$ cat src/rtl/decode_pkg.sv
// Shared definitions for the ID stage: instruction field positions, halt opcode default
// and the load-use hazard test.
package decode_pkg;

  localparam int OP_MSB  = 31;
  localparam int OP_LSB  = 26;
  localparam int RD_MSB  = 25;
  localparam int RD_LSB  = 21;
  localparam int RS1_MSB = 20;
  localparam int RS1_LSB = 16;
  localparam int RS2_MSB = 15;
  localparam int RS2_LSB = 11;
  localparam int SH_MSB  = 10;
  localparam int SH_LSB  = 6;
  localparam int IMM_MSB = 15;
  localparam int IMM_LSB = 0;

  localparam logic [5:0] HALT_OP_DEF = 6'h3F;

  // A load in EX whose destination feeds any operand of the instruction in ID
  // cannot be forwarded in time, so ID must hold the instruction for a cycle.
  function automatic logic load_use_hazard(input logic       vld,
                                           input logic       ld_vld,
                                           input logic [4:0] ld_rd,
                                           input logic [4:0] rs1,
                                           input logic [4:0] rs2,
                                           input logic [4:0] rd);
    return vld && ld_vld && (ld_rd != 5'd0) &&
           ((ld_rd == rs1) || (ld_rd == rs2) || (ld_rd == rd));
  endfunction

endpackage

$ cat src/rtl/decode_stage_p_reg_bank_bypass.sv
// NREG x XLEN register bank: one write port, three combinational read ports,
// R0 hardwired to zero, optional same-cycle writeback forwarding.
module reg_bank_bypass #(
  parameter int XLEN      = 32,
  parameter int NREG      = 32,
  parameter int BYPASS_EN = 1
) (
  input  logic            clk,
  input  logic            rst_n,
  input  logic            wb_en,
  input  logic [4:0]      wb_rd,
  input  logic [XLEN-1:0] wb_data,
  input  logic [4:0]      rs1,
  input  logic [4:0]      rs2,
  input  logic [4:0]      rd,
  output logic [XLEN-1:0] a,
  output logic [XLEN-1:0] b,
  output logic [XLEN-1:0] d
);

  logic [XLEN-1:0] regs [NREG];

  // Matching only indices 1..NREG-1 drops writes to R0 and to out-of-range indices.
  always_ff @(posedge clk or negedge rst_n) begin
    if (!rst_n) begin
      for (int i = 0; i < NREG; i++) regs[i] <= '0;
    end else if (wb_en) begin
      for (int i = 1; i < NREG; i++)
        if (wb_rd == 5'(i)) regs[i] <= wb_data;
    end
  end

  function automatic logic [XLEN-1:0] read_port(input logic [4:0] idx);
    logic [XLEN-1:0] v;
    logic            hit;
    v   = '0;
    hit = 1'b0;
    for (int i = 1; i < NREG; i++)
      if (idx == 5'(i)) begin
        v   = regs[i];
        hit = 1'b1;
      end
    if ((BYPASS_EN != 0) && hit && wb_en && (wb_rd == idx)) v = wb_data;
    return v;
  endfunction

  always_comb begin
    a = read_port(rs1);
    b = read_port(rs2);
    d = read_port(rd);
  end

endmodule

$ cat src/rtl/decode_stage_p.sv
// ID stage: operand fetch through the bypassing register bank, load-use stall,
// flush, sticky halt and a registered ID/EX stage with valid/ready handshake.
module decode_stage_p
  import decode_pkg::*;
#(
  parameter int         XLEN      = 32,
  parameter int         NREG      = 32,
  parameter int         SHIFT_EN  = 1,
  parameter int         BYPASS_EN = 1,
  parameter logic [5:0] HALT_OP   = HALT_OP_DEF
) (
  input  logic            clk,
  input  logic            rst_n,
  input  logic            in_valid,
  output logic            in_ready,
  input  logic [31:0]     npc_in,
  input  logic [31:0]     ir_in,
  input  logic            wb_en,
  input  logic [4:0]      wb_rd,
  input  logic [XLEN-1:0] wb_data,
  input  logic            ex_ld_vld,
  input  logic [4:0]      ex_ld_rd,
  input  logic            flush,
  output logic            out_valid,
  input  logic            out_ready,
  output logic [XLEN-1:0] a_o,
  output logic [XLEN-1:0] b_o,
  output logic [XLEN-1:0] d_o,
  output logic [XLEN-1:0] imm_o,
  output logic [31:0]     npc_o,
  output logic [31:0]     ir_o,
  output logic            hlt
);

  typedef struct packed {
    logic [XLEN-1:0] a;
    logic [XLEN-1:0] b;
    logic [XLEN-1:0] d;
    logic [XLEN-1:0] imm;
    logic [31:0]     npc;
    logic [31:0]     ir;
  } id_ex_t;

  logic [5:0]        op;
  logic [4:0]        rd, rs1, rs2, sh;
  logic [XLEN-1:0]   a_rd, b_rd, d_rd;
  logic signed [15:0] imm16;
  id_ex_t            id_ex_p0;
  id_ex_t            id_ex_p1;
  logic              vld_p1;
  logic              hlt_p1;
  logic              hazard, advance, accept;

  assign op    = ir_in[OP_MSB:OP_LSB];
  assign rd    = ir_in[RD_MSB:RD_LSB];
  assign rs1   = ir_in[RS1_MSB:RS1_LSB];
  assign rs2   = ir_in[RS2_MSB:RS2_LSB];
  assign sh    = ir_in[SH_MSB:SH_LSB];
  assign imm16 = signed'(ir_in[IMM_MSB:IMM_LSB]);

  reg_bank_bypass #(
    .XLEN      (XLEN),
    .NREG      (NREG),
    .BYPASS_EN (BYPASS_EN)
  ) u_reg_bank (
    .clk     (clk),
    .rst_n   (rst_n),
    .wb_en   (wb_en),
    .wb_rd   (wb_rd),
    .wb_data (wb_data),
    .rs1     (rs1),
    .rs2     (rs2),
    .rd      (rd),
    .a       (a_rd),
    .b       (b_rd),
    .d       (d_rd)
  );

  // ---- p0: decode / operand formation ----
  always_comb begin
    id_ex_p0     = '0;
    id_ex_p0.a   = a_rd;
    id_ex_p0.b   = (SHIFT_EN != 0) ? (b_rd << sh) : b_rd;
    id_ex_p0.d   = d_rd;
    id_ex_p0.imm = {{(XLEN-16){imm16[15]}}, imm16};
    id_ex_p0.npc = npc_in;
    id_ex_p0.ir  = ir_in;
  end

  assign hazard   = load_use_hazard(in_valid, ex_ld_vld, ex_ld_rd, rs1, rs2, rd);
  assign advance  = !vld_p1 || out_ready;
  assign in_ready = advance && !hazard && !hlt_p1 && !flush;
  assign accept   = in_valid && in_ready;

  // ---- p1: ID/EX register ----
  // Flush also drops a pending halt, since the halt instruction itself was speculative.
  always_ff @(posedge clk or negedge rst_n) begin
    if (!rst_n) begin
      vld_p1   <= 1'b0;
      hlt_p1   <= 1'b0;
      id_ex_p1 <= '0;
    end else if (flush) begin
      vld_p1 <= 1'b0;
      hlt_p1 <= 1'b0;
    end else if (accept) begin
      vld_p1   <= 1'b1;
      id_ex_p1 <= id_ex_p0;
      if (op == HALT_OP) hlt_p1 <= 1'b1;
    end else if (advance) begin
      vld_p1 <= 1'b0;
    end
  end

  assign out_valid = vld_p1;
  assign hlt       = hlt_p1;
  assign a_o       = id_ex_p1.a;
  assign b_o       = id_ex_p1.b;
  assign d_o       = id_ex_p1.d;
  assign imm_o     = id_ex_p1.imm;
  assign npc_o     = id_ex_p1.npc;
  assign ir_o      = id_ex_p1.ir;

endmodule

$ cat config.mk
export PLATFORM = sky130hd
export DESIGN_NAME = decode_stage_p
export DESIGN_NICKNAME = d
export VERILOG_FILES = /design/src/rtl/decode_pkg.sv /design/src/rtl/decode_stage_p_reg_bank_bypass.sv /design/src/rtl/decode_stage_p.sv
export SDC_FILE = /design/constraint.sdc
export NUM_CORES = 2
export LEC_CHECK = 0
export ABC_AREA = 1
export BUFFER_PORTS_ARGS = -buffer_cell sky130_fd_sc_hd__buf_2
export CORE_MARGIN = 8
export CORE_UTILIZATION = 40
export DETAILED_ROUTE_END_ITERATION = 12
export PLACE_DENSITY_LB_ADDON = 0.15
export SLEW_MARGIN = 40
export SYNTH_ARGS = -nofsm -noshare
export SYNTH_HDL_FRONTEND = slang
export SYNTH_SLANG_ARGS = --single-unit
$ cat constraint.sdc
create_clock -name clk -period 2 [get_ports clk]
set_input_delay 0.3 -clock clk [delete_from_list [all_inputs] [get_ports clk]]
set_output_delay 0.3 -clock clk [all_outputs]
set_load 0.05 [all_outputs]
==> Word-level counts from Yosys, hierarchy flattened <==
Cells that the tools add are included.
{ "totals": {"word_cells": 424, "input_bits": 113, "out_inout_bits": 195, "register_bits": 1170} }
{ "classes": {"n_shift": 1, "reduce_logical": 57, "bitwise_logic": 1, "eq_ne": 131, "n_mux": 195} }
{ "op_table": {"columns": ["op", "count"], "rows": [
  ["2-to-1 mux 32 bit", 96],
  ["== test 5 bit (second input constant)", 64],
  ["== test 5 x 4 -> 1 bit (second input constant)", 32],
  ["2-to-1 mux 1 bit", 99],
  ["== test 5 x 3 -> 1 bit (second input constant)", 16],
  ["AND reduction 2 bit", 33],
  ["== test 5 x 2 -> 1 bit (second input constant)", 8],
  ["<< shifter 32 x 5 -> 32 bit", 1],
  ["== test 5 bit", 6],
  ["== test 5 x 1 -> 1 bit (second input constant)", 4],
  ["logical AND 1 bit", 13],
  ["== test 6 bit (second input constant)", 1],
  ["nonzero test 5 bit", 1],
  ["logical NOT 1 bit", 4],
  ["nonzero test 2 bit", 2],
  ["logical OR 1 bit", 3],
  ["nonzero test 3 bit", 1],
  ["inverter 1 bit", 1]
]} }

==> Depth between registers and ports, before layout <==
{ "logic_depth": {"ltp_word": 36, "mapped_depth": 31, "mapped_depth_nobuf": 29} }

==> Hierarchy <==
Synthesis repeated with hierarchy kept, for this count alone.
{ "hier_totals": {"cells_unflattened": 10284, "area_unflattened_um2": 68684.6} }
{ "by_module_without_submodules": {"columns": ["mod", "instances", "cells_per_inst", "area_per_inst_um2", "seq_area_each_um2"], "rows": [
  ["reg_bank_bypass", 1, 9165, 60224.0, 24823.8],
  ["decode_stage_p", 1, 1119, 8460.6, 4053.9]
]} }

==> Worst setup path before layout <==
No wires, ideal clock.
{ "synth_timing": {"path_kind": "input-to-reg", "startpoint": "in ir_in[14]", "endpoint": "reg id_ex_p1 (netlist bit b_o[30])", "arrival_time_ns": 2.601, "path_stages": 21, "t_required_ns": 1.875, "path_buffers": 4, "setup_ns": 0.125, "setup_slack_ns": -0.726, "path_cell_list": "buf_4 > nand2_1 > nor2_1 > nand2_2 > inv_2 > nor4_1 > nand3_1 > nor4_1 > nand3_1 > and2_1 > buf_2 > buf_4 > buf_6 > nand2_1 > nand3_1 > nand3_1 > nand3_1 > o21ai_1 > nand2_1 > nand3_1 > nand3_1"} }
{ "synth_via": {"elab_chain_len": 36, "word_cells_on_any_way": 108, "cone_classes": "eq/ne: 33; shift: 1; mux: 63; reduce/logical: 11"} }
{ "synth_rtl": {"columns": ["element", "line_no", "source"], "rows": [
  ["start: declaration", "decode_stage_p.sv:17", "input logic [31:0] ir_in,"],
  ["== test 5 x 1 -> 1 bit", "decode_stage_p_reg_bank_bypass.sv:39", "if (idx == 5'(i)) begin"],
  ["2-to-1 mux 1 bit (31 in series)", "decode_stage_p_reg_bank_bypass.sv:39", null],
  ["logical AND 1 bit (2 in series)", "decode_stage_p_reg_bank_bypass.sv:43", "if ((BYPASS_EN != 0) && hit && wb_en && (wb_rd == idx)) v = wb_data;"],
  ["2-to-1 mux 32 bit", "decode_stage_p_reg_bank_bypass.sv:43", null],
  ["<< shifter 32 x 5 -> 32 bit", "decode_stage_p.sv:83", "id_ex_p0.b = (SHIFT_EN != 0) ? (b_rd << sh) : b_rd;"],
  ["end signal: assignment", "decode_stage_p.sv:107", "id_ex_p1 <= id_ex_p0;"],
  ["end: declaration", "decode_stage_p.sv:49", "id_ex_t id_ex_p1;"]
]} }
Parallel ways exist; a longest one is shown, timed or not.
A chain may end at the register's enable or synchronous reset.

==> Worst setup path in the final report <==
{ "layout_timing": {"startpoint": "reg u_reg_bank.regs[968] in the netlist's numbering", "endpoint": "reg id_ex_p1 (netlist bit b_o[28])"} }
{ "layout_via": {"elab_chain_len": 33} }
{ "layout_rtl": {"columns": ["element", "line_no", "source"], "rows": [
  ["start: declaration", "decode_stage_p_reg_bank_bypass.sv:21", "logic [XLEN-1:0] regs [NREG];"],
  ["start signal: indexed assignment", "decode_stage_p_reg_bank_bypass.sv:29", "if (wb_rd == 5'(i)) regs[i] <= wb_data;"],
  ["2-to-1 mux 32 bit (31 in series)", "decode_stage_p_reg_bank_bypass.sv:39", null],
  ["2-to-1 mux 32 bit", "decode_stage_p_reg_bank_bypass.sv:43", null],
  ["<< shifter 32 x 5 -> 32 bit", "decode_stage_p.sv:83", null]
]} }
No other way between the ends.

==> impl_metrics.json <==
{
  "status": "finished with violations",
  "violations": "setup timing",
  "first_iter_violations": 11112,
  "worst-path-buf-inv": 2,
  "synthToLayoutAreaGrowth_pct": 44.4,
  "power_switching_mw": 30.8,
  "synth_area_mm2": 0.0669,
  "io_buffer_count": 307,
  "multi_input_area_mm2": 0.0374,
  "rr_worst_depth": 26,
  "finalCritPeriodShare_pct": 207,
  "place_hpwl_um": 283000,
  "yosysTopAreaCell": "dfrtp_1",
  "rows": 150,
  "peakVddDrop_v": 0.000893,
  "setup_tns_ns": -157.79,
  "power.total_mw": 84.0,
  "grt_first_pass_wirelength_um": 532000,
  "combPwrFrac_pct": 31.1,
  "place_inst": 13474,
  "synth_edf_count": 0,
  "htree_levels": 4,
  "holdWs_ns": 0.0312,
  "max_slew_margin_pct": 35.2,
  "clock-sinks": 1154,
  "end_kind": "register",
  "cap_violations": 0,
  "p_sw_share_pct": 36.6,
  "clock_skew_ns": 0.0341,
  "worst_slack_ns": -2.14,
  "synth-async-reset-ratio_pct": 100,
  "cpMaxStageDelayCell": "dfrtp_1",
  "power_leakage_nw": 46.4,
  "arrival_ns": 4.83,
  "grt.total_usage_pct": 39.8,
  "fmax_ghz": 0.242,
  "final_area_mm2": 0.0966,
  "synthTopCellsByCount": "nand2_1 (3685), o21ai_0 (1205), dfrtp_1 (1154)",
  "ioPinCount": 308,
  "dp_slack_ns": -2.98,
  "wl_um": 375000,
  "worst-path-max-fanout": 4,
  "synth_area_per_cell_um2": 6.85,
  "n_fill_cell": 15881,
  "path_delay_family": "simple AND/OR/NAND/NOR gates",
  "start_kind": "register",
  "cts_tree": "built",
  "syn_inst": 9758,
  "dieArea_mm2": 0.181,
  "dieWidth_um": 425,
  "synth_warnings": 0,
  "cpPeakStageDelay_ns": 0.43,
  "avgRoutedWirePerCell_um": 27.0,
  "grt-ovfl-total": 0,
  "cts_inserted_buffers": 143,
  "synthFlopType": "dfrtp_1",
  "power_density_mw_per_mm2": 870,
  "finalNonFillerCells": 13880,
  "grt_pass1_vias": 75203,
  "place_congestion": 1.02,
  "synth_seq_cells": 1154,
  "synthesis.nets": 9871,
  "clk_latency_ns": 0.83,
  "finalMaxSlewViolations": 0,
  "yosys.cell_types.count": 50,
  "final_nets": 11657,
  "p_clk_share_pct": 31.8,
  "cts_root_buffer": "clkbuf_16",
  "final_util_pct": 58.0,
  "synth_top_area_share_pct": 43.2,
  "ant_nets": 0,
  "final-setup-viol-count": 98,
  "first_pass_iters": 6,
  "viasPerCell": 5.79,
  "ys_seq_area_share_pct": 43.2,
  "drc_errors": 0,
  "hold_violations": 0,
  "die_h_um": 425,
  "seqCellArea_mm2": 0.0289,
  "tightest_slew_ns": 0.970,
  "hold_depth": 4,
  "grt_max_degree": 90,
  "drive_gt1_share_pct": 31.4,
  "start_util_pct": 40.1,
  "yosysMostFrequentCell": "nand2_1",
  "placed_area_mm2": 0.0858,
  "rsz0062_at_grt": "yes",
  "antenna_found_initial": 40,
  "clock_path_buffers": 3,
  "dr_total_vias": 80327,
  "hp-class": "in2reg",
  "clk_transition_reported_paths_ns": 0.06,
  "coreArea_mm2": 0.167,
  "synth_area_leaders": "dfrtp_1 (43%), nand2_1 (21%), o21ai_0 (9.0%)",
  "critical_path_depth": 26,
  "critPathKind": "reg2reg",
  "seqPwrFrac_pct": 37.1,
  "min_period_ns": 4.14,
  "internal-power_mw": 53.2,
  "crit_path_frequent_cell": "nand4_1",
  "worst_ep_required_time_ns": 2.69
}
==> power by group through the flow <==
stage	clock network, mW	logic [mW]	registers (mW)
2_1_floorplan	0	7.72	33.5
3_5_place_dp	0	23.2	31.2
3_3_place_gp	0	23.0	31.2
4_1_cts	26.9	24.9	30.9
5_1_grt	27.8	27.8	31.6
6_report	26.7	26.1	31.2
==> area by class of cell <==
type                    count  share of cell area, %
multi-input cells        7235                   38.7
flip-flops and latches   1154                   29.9
repair buffers           2351                   21.0
clock buffers             215                   4.34
well taps                2204                   2.86
inverters                 659                   2.63
clock inverters            39                  0.508
diodes                     23                 0.0596
==> worst min-delay path: stages <==
cell and delay [ns]:
buf_4 0.16, inv_8 0.06, buf_4 0.17, o21ai_0 0.10
==> per-layer routing <==
metal,vias up,part of all wire [%],GRT usage (%)
met5,-,0.028,0
met4,4,4.4,16.0
met3,826,12,12.2
met2,4691,42,57.8
met1,39084,41,55.3
li1,35722,-,-
==> cell usage in the layout, fill, tap and decap left out, types with 42 or more instances in the layout <==
cell type	synthesis	layout
a21oi_1	517	284
a21oi_2	0	223
buf_12	0	212
buf_2	55	288
buf_4	53	1656
buf_6	5	95
clkbuf_1	578	42
clkbuf_16	0	151
dfrtp_1	1154	1138
dlygate4sd3_1	0	83
inv_1	631	569
inv_2	21	66
nand2_1	3685	3469
nand2_2	4	192
nand3_1	397	188
nand3_2	5	175
nand4_1	537	537
nor2_1	463	347
nor2_2	7	84
nor2_4	4	44
o21ai_0	1205	1162
o21ai_2	0	58
or2_2	90	90
==> final timing paths <==
kind	from	to	slack, ns
max	u_reg_bank.regs[968]	b_o[28]	-2.14
min	ir_in[18]	ir_o[18]	0.03
max reg2reg	u_reg_bank.regs[968]	b_o[28]	-2.14
min reg2reg	a_o[16]	a_o[16]	0.46
max in group asynchronous	rst_n	d_o[6]	1.14
min in group asynchronous	rst_n	u_reg_bank.regs[598]	0.24
==> state kept, by name, summed over array words and instances, names as in the netlist <==
register / count
d_o: 32
out_valid: 1
ir_o: 17
u_reg_bank.regs: 992
a_o: 32
hlt: 1
b_o: 32
npc_o: 32
imm_o: 15
==> cells by family after synthesis <==
kind of cell / Yosys count / share of synthesized area (%)
buffers and inverters: 1370 / 8.16
XOR/XNOR: 7 / 0.0917
AO/OA/AOI/OAI: 1964 / 15.5
flip-flops: 1154 / 43.2
AND/OR/NAND/NOR: 5263 / 33.0
==> what timing repair did <==
| item | in CTS | in global routing |
|---|---|---|
| hold buffers | 84 | 0 |
| setup buffers | 34 | 38 |
| gates resized for setup | 850 | 359 |
| pin swaps | 437 | 514 |
| gates cloned | 1 | 4 |
| endpoints found under the setup margin | 129 | 144 |
| hold endpoints to repair | 968 | 0 |
Note: power is estimated with default switching activity, not from simulation.
